===== config.mk =====
export PLATFORM = sky130hd
export DESIGN_NAME = if_fetch_unit_flat
export DESIGN_NICKNAME = d
export VERILOG_FILES = /design/src/rtl/IF2ID_if.sv /design/src/rtl/if_fetch_unit.sv /design/src/flat_wrapper.sv
export SDC_FILE = /design/constraint.sdc
export NUM_CORES = 1
export LEC_CHECK = 0
export BUFFER_PORTS_ARGS = -buffer_cell sky130_fd_sc_hd__clkbuf_2
export CAP_MARGIN = 20
export CORE_ASPECT_RATIO = 2
export CORE_MARGIN = 4
export CORE_UTILIZATION = 40
export CTS_CLUSTER_SIZE = 24
export DETAILED_ROUTE_END_ITERATION = 10
export GPL_TIMING_DRIVEN = 0
export PLACE_DENSITY_LB_ADDON = 0.08
export SLEW_MARGIN = 30
export SYNTH_ARGS = -nofsm -noshare
export SYNTH_HDL_FRONTEND = slang
export SYNTH_SLANG_ARGS = --single-unit

===== constraint.sdc =====
create_clock -name clk -period 6.6 [get_ports clk]
set_input_delay 1.65 -clock clk [delete_from_list [all_inputs] [get_ports clk]]
set_output_delay 1.65 -clock clk [all_outputs]
set_load 0.05 [all_outputs]

===== src/rtl/IF2ID_if.sv =====
// IF-to-ID bus: one fetched instruction with its PC, qualified by valid.
// The fetch unit drives it; the IF/ID pipeline register samples it.
interface IF2ID_if;
  typedef struct packed {
    logic        valid;
    logic [31:0] pc;
    logic [31:0] instr;
  } if2id_t;

  if2id_t data;

  modport MASTER (output data);
  modport SLAVE  (input  data);
endinterface


===== src/rtl/if_fetch_unit.sv =====
// Instruction-fetch front end: in-order requests under a credit limit,
// a small response FIFO, and redirect handling that discards stale responses.
module if_fetch_unit #(
  parameter logic [31:0] RESET_PC = 32'h0000_0000,
  parameter int          DEPTH    = 2
) (
  input  logic           clk,
  input  logic           rst,
  input  logic           stall_i,
  input  logic           redirect_i,
  input  logic [31:0]    redirect_pc_i,
  output logic           imem_req_valid_o,
  input  logic           imem_req_ready_i,
  output logic [31:0]    imem_req_addr_o,
  input  logic           imem_rsp_valid_i,
  input  logic [31:0]    imem_rsp_data_i,
  IF2ID_if.MASTER        bus_out
);
  localparam int AW = $clog2(DEPTH);
  localparam int CW = AW + 1;
  localparam logic [CW:0]   DEPTH_C = (CW+1)'(DEPTH);
  localparam logic [CW-1:0] FULL_C  = CW'(DEPTH);

  logic [31:0]   pc_q, pc_d;
  logic [CW-1:0] out_q, out_d;
  logic [CW-1:0] drop_q, drop_d;
  logic [AW-1:0] tag_wr_q, tag_wr_d, tag_rd_q, tag_rd_d;
  logic [AW-1:0] f_wr_q, f_wr_d, f_rd_q, f_rd_d;
  logic [CW-1:0] f_cnt_q, f_cnt_d;

  logic [31:0] tag_mem_q  [DEPTH];
  logic [31:0] fifo_pc_q  [DEPTH];
  logic [31:0] fifo_ins_q [DEPTH];

  logic        head_vld, pop, req_fire, rsp_fire, fifo_push;
  logic [CW:0] credit_use;

  // Head is hidden during a redirect so ID never consumes a stale instruction.
  assign head_vld   = (f_cnt_q != '0) && !redirect_i;
  assign pop        = head_vld && !stall_i;
  assign credit_use = {1'b0, out_q} + {1'b0, f_cnt_q} - (CW+1)'(pop);

  assign imem_req_valid_o = !rst && !redirect_i && (credit_use < DEPTH_C);
  assign imem_req_addr_o  = pc_q;
  assign req_fire         = imem_req_valid_o && imem_req_ready_i;
  assign rsp_fire         = imem_rsp_valid_i;
  assign fifo_push        = rsp_fire && !redirect_i && (drop_q == '0);

  assign bus_out.data = head_vld ? {1'b1, fifo_pc_q[f_rd_q], fifo_ins_q[f_rd_q]} : '0;

  always_comb begin
    pc_d     = pc_q;
    drop_d   = drop_q;
    f_wr_d   = f_wr_q;
    f_rd_d   = f_rd_q;
    f_cnt_d  = f_cnt_q;
    tag_wr_d = tag_wr_q + AW'(req_fire);
    tag_rd_d = tag_rd_q + AW'(rsp_fire);
    out_d    = out_q + CW'(req_fire) - CW'(rsp_fire);
    if (req_fire) pc_d = pc_q + 32'd4;
    if (redirect_i) begin
      // Everything still in flight after this cycle belongs to the old path.
      pc_d    = redirect_pc_i;
      drop_d  = out_q - CW'(rsp_fire);
      f_wr_d  = '0;
      f_rd_d  = '0;
      f_cnt_d = '0;
    end else begin
      if (rsp_fire && (drop_q != '0)) drop_d = drop_q - CW'(1);
      if (fifo_push) f_wr_d = f_wr_q + AW'(1);
      if (pop)       f_rd_d = f_rd_q + AW'(1);
      f_cnt_d = f_cnt_q + CW'(fifo_push) - CW'(pop);
    end
  end

  always_ff @(posedge clk or posedge rst) begin
    if (rst) begin
      pc_q     <= RESET_PC;
      out_q    <= '0;
      drop_q   <= '0;
      tag_wr_q <= '0;
      tag_rd_q <= '0;
      f_wr_q   <= '0;
      f_rd_q   <= '0;
      f_cnt_q  <= '0;
    end else begin
      pc_q     <= pc_d;
      out_q    <= out_d;
      drop_q   <= drop_d;
      tag_wr_q <= tag_wr_d;
      tag_rd_q <= tag_rd_d;
      f_wr_q   <= f_wr_d;
      f_rd_q   <= f_rd_d;
      f_cnt_q  <= f_cnt_d;
    end
  end

  // Storage carries no reset; pointers and counts alone define what is live.
  always_ff @(posedge clk) begin
    if (req_fire) tag_mem_q[tag_wr_q] <= pc_q;
    if (fifo_push) begin
      fifo_pc_q[f_wr_q]  <= tag_mem_q[tag_rd_q];
      fifo_ins_q[f_wr_q] <= imem_rsp_data_i;
    end
  end

  a_no_overflow: assert property (@(posedge clk) disable iff (rst)
    !(fifo_push && (f_cnt_q == FULL_C)));
  a_rsp_expected: assert property (@(posedge clk) disable iff (rst)
    !(rsp_fire && (out_q == '0)));
endmodule


===== src/flat_wrapper.sv =====
// flat-port wrapper written by rule: the top's interface ports become plain ports
module if_fetch_unit_flat 
#(
  parameter logic [31:0] RESET_PC = 32'h0000_0000,
  parameter int          DEPTH    = 2
)
  (clk, rst, stall_i, redirect_i, redirect_pc_i, imem_req_valid_o, imem_req_ready_i, imem_req_addr_o, imem_rsp_valid_i, imem_rsp_data_i, bus_out_data);
  IF2ID_if bus_out_i ();
  input  logic clk;
  input  logic rst;
  input  logic stall_i;
  input  logic redirect_i;
  input  logic [31:0] redirect_pc_i;
  output logic imem_req_valid_o;
  input  logic imem_req_ready_i;
  output logic [31:0] imem_req_addr_o;
  input  logic imem_rsp_valid_i;
  input  logic [31:0] imem_rsp_data_i;
  output wire logic [$bits(bus_out_i.data)-1:0] bus_out_data;
  assign bus_out_data = bus_out_i.data;
  if_fetch_unit #(.RESET_PC(RESET_PC), .DEPTH(DEPTH)) u_core (.clk(clk), .rst(rst), .stall_i(stall_i), .redirect_i(redirect_i), .redirect_pc_i(redirect_pc_i), .imem_req_valid_o(imem_req_valid_o), .imem_req_ready_i(imem_req_ready_i), .imem_req_addr_o(imem_req_addr_o), .imem_rsp_valid_i(imem_rsp_valid_i), .imem_rsp_data_i(imem_rsp_data_i), .bus_out(bus_out_i));
endmodule

==> run_summary.xml <==
<?xml version="1.0" encoding="UTF-8"?>
<metrics>
  <group name="critical_path">
    <metric name="crit_end_category" unit="">output port</metric>
    <metric name="worst_path_largest_cell_delay" unit="ns">0.39</metric>
    <metric name="worst_path_max_delay_cell" unit="">sky130_fd_sc_hd__fa_1</metric>
    <metric name="crit_fanout" unit="">10</metric>
    <metric name="cp-start-kind" unit="">input port</metric>
    <metric name="critical_path_class" unit="">input port to output port</metric>
    <metric name="critPathRequiredTime" unit="ns">4.95</metric>
    <metric name="arrival" unit="ns">3.92</metric>
    <metric name="cell_breakdown_of_the_critical_path" unit="">buf_4, inv_1, o21ai_0, nor3_1, o21ai_0, fa_1, xnor2_1, nor3_1, clkbuf_2</metric>
  </group>
  <group name="pwr">
    <metric name="clkPwrFrac" unit="">0.290</metric>
    <metric name="power.density_cell_area" unit="nW/µm²">356</metric>
    <metric name="swShare" unit="">0.318</metric>
    <metric name="power.share.combinational" unit="">0.251</metric>
    <metric name="power_switching" unit="mW">1.31</metric>
    <metric name="sequential_power_share" unit="">0.459</metric>
    <metric name="static-leakage-power" unit="nW">4.31</metric>
    <metric name="cell_internal_pwr" unit="mW">2.81</metric>
    <metric name="vdd.ir_drop.worst" unit="mV">0.242</metric>
    <metric name="p_total" unit="mW">4.11</metric>
  </group>
  <group name="clock_network">
    <metric name="cts_setup_buffers" unit="">0</metric>
    <metric name="cts.sink_count" unit="">234</metric>
    <metric name="number_of_clock_buffers_inserted_by_tritoncts" unit="">21</metric>
    <metric name="clock-root-buffer" unit="">sky130_fd_sc_hd__clkbuf_16</metric>
    <metric name="ctsHoldBuffers" unit="">0</metric>
    <metric name="worst_skew_pair.late_latency" unit="ns">0.50</metric>
    <metric name="htreeDepth" unit="">1</metric>
    <metric name="cts_resized" unit="">0</metric>
    <metric name="clock_tree_from_tritoncts" unit="">done</metric>
    <metric name="ctsLongestPathBuffers" unit="">3</metric>
    <metric name="cts.reportedPaths.clkPinSlew" unit="ns">0.06</metric>
  </group>
  <group name="global_routing">
    <metric name="track_usage" unit="">0.170</metric>
    <metric name="via_count_of_the_first_global_routing_pass" unit="">6211</metric>
    <metric name="antenna_found_initial" unit="">0</metric>
    <metric name="maximum_number_of_pins_on_one_net_before_global_route_repair" unit="">43</metric>
    <metric name="wire_length_of_the_first_global_routing_pass" unit="µm">34000</metric>
    <metric name="grt.overflow.total" unit="">0</metric>
  </group>
  <group name="yosys">
    <metric name="synth-warning-count" unit="">0</metric>
    <metric name="syn_inst" unit="">639</metric>
    <metric name="postSynth.topFlopCell" unit="">sky130_fd_sc_hd__edfxtp_1</metric>
    <metric name="synth.top_cells.by_count" unit="">sky130_fd_sc_hd__edfxtp_1, sky130_fd_sc_hd__nor2_1, sky130_fd_sc_hd__mux2i_1, sky130_fd_sc_hd__dfrtp_1, sky130_fd_sc_hd__nand2_1</metric>
    <metric name="synth_sequential_area_ratio" unit="">0.714</metric>
    <metric name="synth_top_area_frac" unit="">0.604</metric>
    <metric name="ys_types" unit="">49</metric>
    <metric name="yosys.area.top_type" unit="">sky130_fd_sc_hd__edfxtp_1</metric>
    <metric name="synth_fp_nets" unit="">719</metric>
    <metric name="synthMostInstantiatedCell" unit="">sky130_fd_sc_hd__edfxtp_1</metric>
    <metric name="synth_area_per_cell" unit="µm²">14.9</metric>
    <metric name="cell_area_after_synthesis" unit="µm²">9550</metric>
    <metric name="synth_seq_cells" unit="">234</metric>
    <metric name="async_reset_ff_frac" unit="">0.179</metric>
    <metric name="synth_enable_flop_cells" unit="">192</metric>
    <metric name="synth.area.top_cells" unit="">sky130_fd_sc_hd__edfxtp_1, sky130_fd_sc_hd__dfrtp_1, sky130_fd_sc_hd__mux2i_1, sky130_fd_sc_hd__mux2_2, sky130_fd_sc_hd__nor2_1</metric>
  </group>
  <group name="finish">
    <metric name="area_growth_syn_to_layout" unit="%">21.0</metric>
    <metric name="n_antenna_cell" unit="">0</metric>
    <metric name="finalNetCount" unit="">916</metric>
    <metric name="final_layout_size_suffix_gt1_frac" unit="">0.312</metric>
  </group>
  <group name="timing">
    <metric name="fmaxAchievable" unit="MHz">180</metric>
    <metric name="timing.final.crit_period" unit="ns">5.57</metric>
    <metric name="least_margin_pin_slew" unit="ns">0.870</metric>
    <metric name="finalSetupViolCount" unit="">0</metric>
    <metric name="hold_ws" unit="ns">0.544</metric>
    <metric name="timing.final.hold_violations" unit="">0</metric>
    <metric name="rsz_0062_raised_after_global_routing" unit="">no</metric>
    <metric name="maxSlewHeadroom" unit="">0.418</metric>
    <metric name="post-route-period-util" unit="">0.844</metric>
    <metric name="timing_max_transition_violations_final" unit="">0</metric>
    <metric name="fin_skew" unit="ns">0.00771</metric>
  </group>
  <group name="placement">
    <metric name="hpwl_after_detailed_placement" unit="µm">16300</metric>
    <metric name="numPortBuffers" unit="">166</metric>
    <metric name="place_congestion" unit="">0.886</metric>
  </group>
  <group name="job">
    <metric name="number_of_violations_of_the_max_capacitance_limit" unit="">0</metric>
  </group>
  <group name="die">
    <metric name="die_x" unit="µm">117</metric>
    <metric name="core_area" unit="µm²">23400</metric>
    <metric name="chip_height" unit="µm">226</metric>
    <metric name="io_pins" unit="">168</metric>
    <metric name="num_rows" unit="">79</metric>
    <metric name="initial_utilization" unit="">0.408</metric>
    <metric name="die_area" unit="µm²">26600</metric>
  </group>
  <group name="detailed_routing">
    <metric name="drc" unit="">0</metric>
    <metric name="drt_iter0_markers" unit="">318</metric>
    <metric name="first_pass_iters" unit="">4</metric>
    <metric name="finalWirelength" unit="µm">22700</metric>
    <metric name="vias_per_cell" unit="">5.22</metric>
    <metric name="route.antenna.remaining_nets" unit="">0</metric>
    <metric name="wl_per_cell" unit="µm">20.0</metric>
    <metric name="vias" unit="">5915</metric>
  </group>
  <group name="run_status">
    <metric name="outcome" unit="">finished, final reports clean</metric>
  </group>
  <group name="worst_hold_path">
    <metric name="hp-class" unit="">flip-flop to flip-flop</metric>
  </group>
</metrics>
-- stage by stage --
step	instances	util	area, µm²	setup slack (ns)	TNS, ns
3_3_place_gp	1088	0.458	10700	-0.110	-6.83
2_1_floorplan	639	-	9550	0.818	0
5_1_grt	1133	0.493	11600	0.811	0
6_report	1133	0.493	11600	1.03	0
4_1_cts	1133	0.493	11600	1.00	0
3_5_place_dp	1096	0.465	10900	1.01	0
-- path summary, 6_finish.rpt --
| kind | from | endpoint | slack [ns] | cells past startpoint |
|---|---|---|---|---|
| worst max register to register | u_core.f_cnt_q[1] | u_core.tag_mem_q[0][19] | 2.77 | 11 |
| worst min-delay path | u_core.imem_req_addr_o[1] | u_core.tag_mem_q[1][1] | 0.54 | 0 |
| worst max-delay path | redirect_i | imem_req_valid_o | 1.03 | 9 |
| min in group asynchronous | rst | u_core.imem_req_addr_o[30] | 1.22 | 2 |
| worst min register to register | u_core.imem_req_addr_o[1] | u_core.tag_mem_q[1][1] | 0.54 | 0 |
| max in group asynchronous | rst | u_core.imem_req_addr_o[11] | 4.99 | 2 |
-- area by class of cell --
class | count | area [µm²]
clock inverters | 6 | 58.8
flip-flops and latches | 234 | 6820
well taps | 283 | 354
inverters | 16 | 63.8
repair buffers | 174 | 958
clock buffers | 31 | 613
multi-input cells | 359 | 2550
fillers | 2052 | 11900
plain buffers | 30 | 134
-- registers in the layout (all words and copies together), names as in the netlist --
| signal | flops |
|---|---|
| u_core.tag_wr_q | 1 |
| u_core.tag_mem_q | 64 |
| u_core.f_wr_q | 1 |
| u_core.fifo_pc_q | 64 |
| u_core.tag_rd_q | 1 |
| u_core.imem_req_addr_o | 32 |
| u_core.f_rd_q | 1 |
| u_core.drop_q | 2 |
| u_core.f_cnt_q | 2 |
| u_core.fifo_ins_q | 64 |
| u_core.out_q | 2 |
-- power groups by stage --
stage	registers (mW)	logic (mW)	clock network, mW
floorplan	1.98	0.674	0
global placement	1.92	1.01	0
detailed placement	1.92	1.05	0
CTS	1.89	1.05	1.23
global route	1.90	1.12	1.29
finish	1.89	1.03	1.19
-- metal layers --
| metal | global-route usage | routed length [µm] |
|---|---|---|
| met5 | 0 | 0 |
| met1 | 0.177 | 7990 |
| met3 | 0.0272 | 1210 |
| met2 | 0.328 | 12900 |
| met4 | 0.0667 | 611 |
-- layout by cell type, fill, tap and decap left out, types with 2 or more instances in the layout --
cell,count
sky130_fd_sc_hd__edfxtp_1,192
sky130_fd_sc_hd__clkbuf_2,166
sky130_fd_sc_hd__nor2_1,85
sky130_fd_sc_hd__mux2i_1,65
sky130_fd_sc_hd__dfrtp_1,42
sky130_fd_sc_hd__nand2_1,41
sky130_fd_sc_hd__mux2_2,35
sky130_fd_sc_hd__clkbuf_16,21
sky130_fd_sc_hd__o21ai_0,20
sky130_fd_sc_hd__clkbuf_1,18
sky130_fd_sc_hd__nand3_1,15
sky130_fd_sc_hd__inv_1,14
sky130_fd_sc_hd__o211ai_1,11
sky130_fd_sc_hd__nand4_1,10
sky130_fd_sc_hd__buf_1,10
sky130_fd_sc_hd__o311ai_0,8
sky130_fd_sc_hd__xor2_1,7
sky130_fd_sc_hd__ha_1,7
sky130_fd_sc_hd__a221o_1,6
sky130_fd_sc_hd__buf_4,5
sky130_fd_sc_hd__clkinv_2,5
sky130_fd_sc_hd__clkbuf_8,5
sky130_fd_sc_hd__a21oi_1,4
sky130_fd_sc_hd__nor3_1,4
sky130_fd_sc_hd__xnor2_1,3
sky130_fd_sc_hd__and4_1,3
sky130_fd_sc_hd__and3_1,3
sky130_fd_sc_hd__or4_1,3
sky130_fd_sc_hd__buf_12,3
sky130_fd_sc_hd__buf_8,3
sky130_fd_sc_hd__nand2b_1,2
sky130_fd_sc_hd__buf_2,2
sky130_fd_sc_hd__a32oi_1,2
sky130_fd_sc_hd__a31o_2,2
sky130_fd_sc_hd__ha_2,2
sky130_fd_sc_hd__buf_6,2
-- cells by family (layout without fill, tap and decap cells) --
family                     count (synthesis)  count (layout)  synth area share
muxes                                    100             100             0.109
and+or+nand+nor                          180             180            0.0894
buffers and inverters                     46             257            0.0204
xor gates and xnor gates                  10              10           0.00917
AOI/OAI and AO/OA                         59              59            0.0438
adders and majority gates                 10              10            0.0139
DFF                                      234             234             0.714
-- worst max-delay path: cells and delay by family --
kind | cells | cell delay (ns)
simple gates | 2 | 0.52
compound gates | 2 | 0.46
buf+inv | 3 | 0.72
xor+xnor | 1 | 0.17
fa+ha+maj | 1 | 0.39
Note: power is estimated with default switching activity, not from simulation.
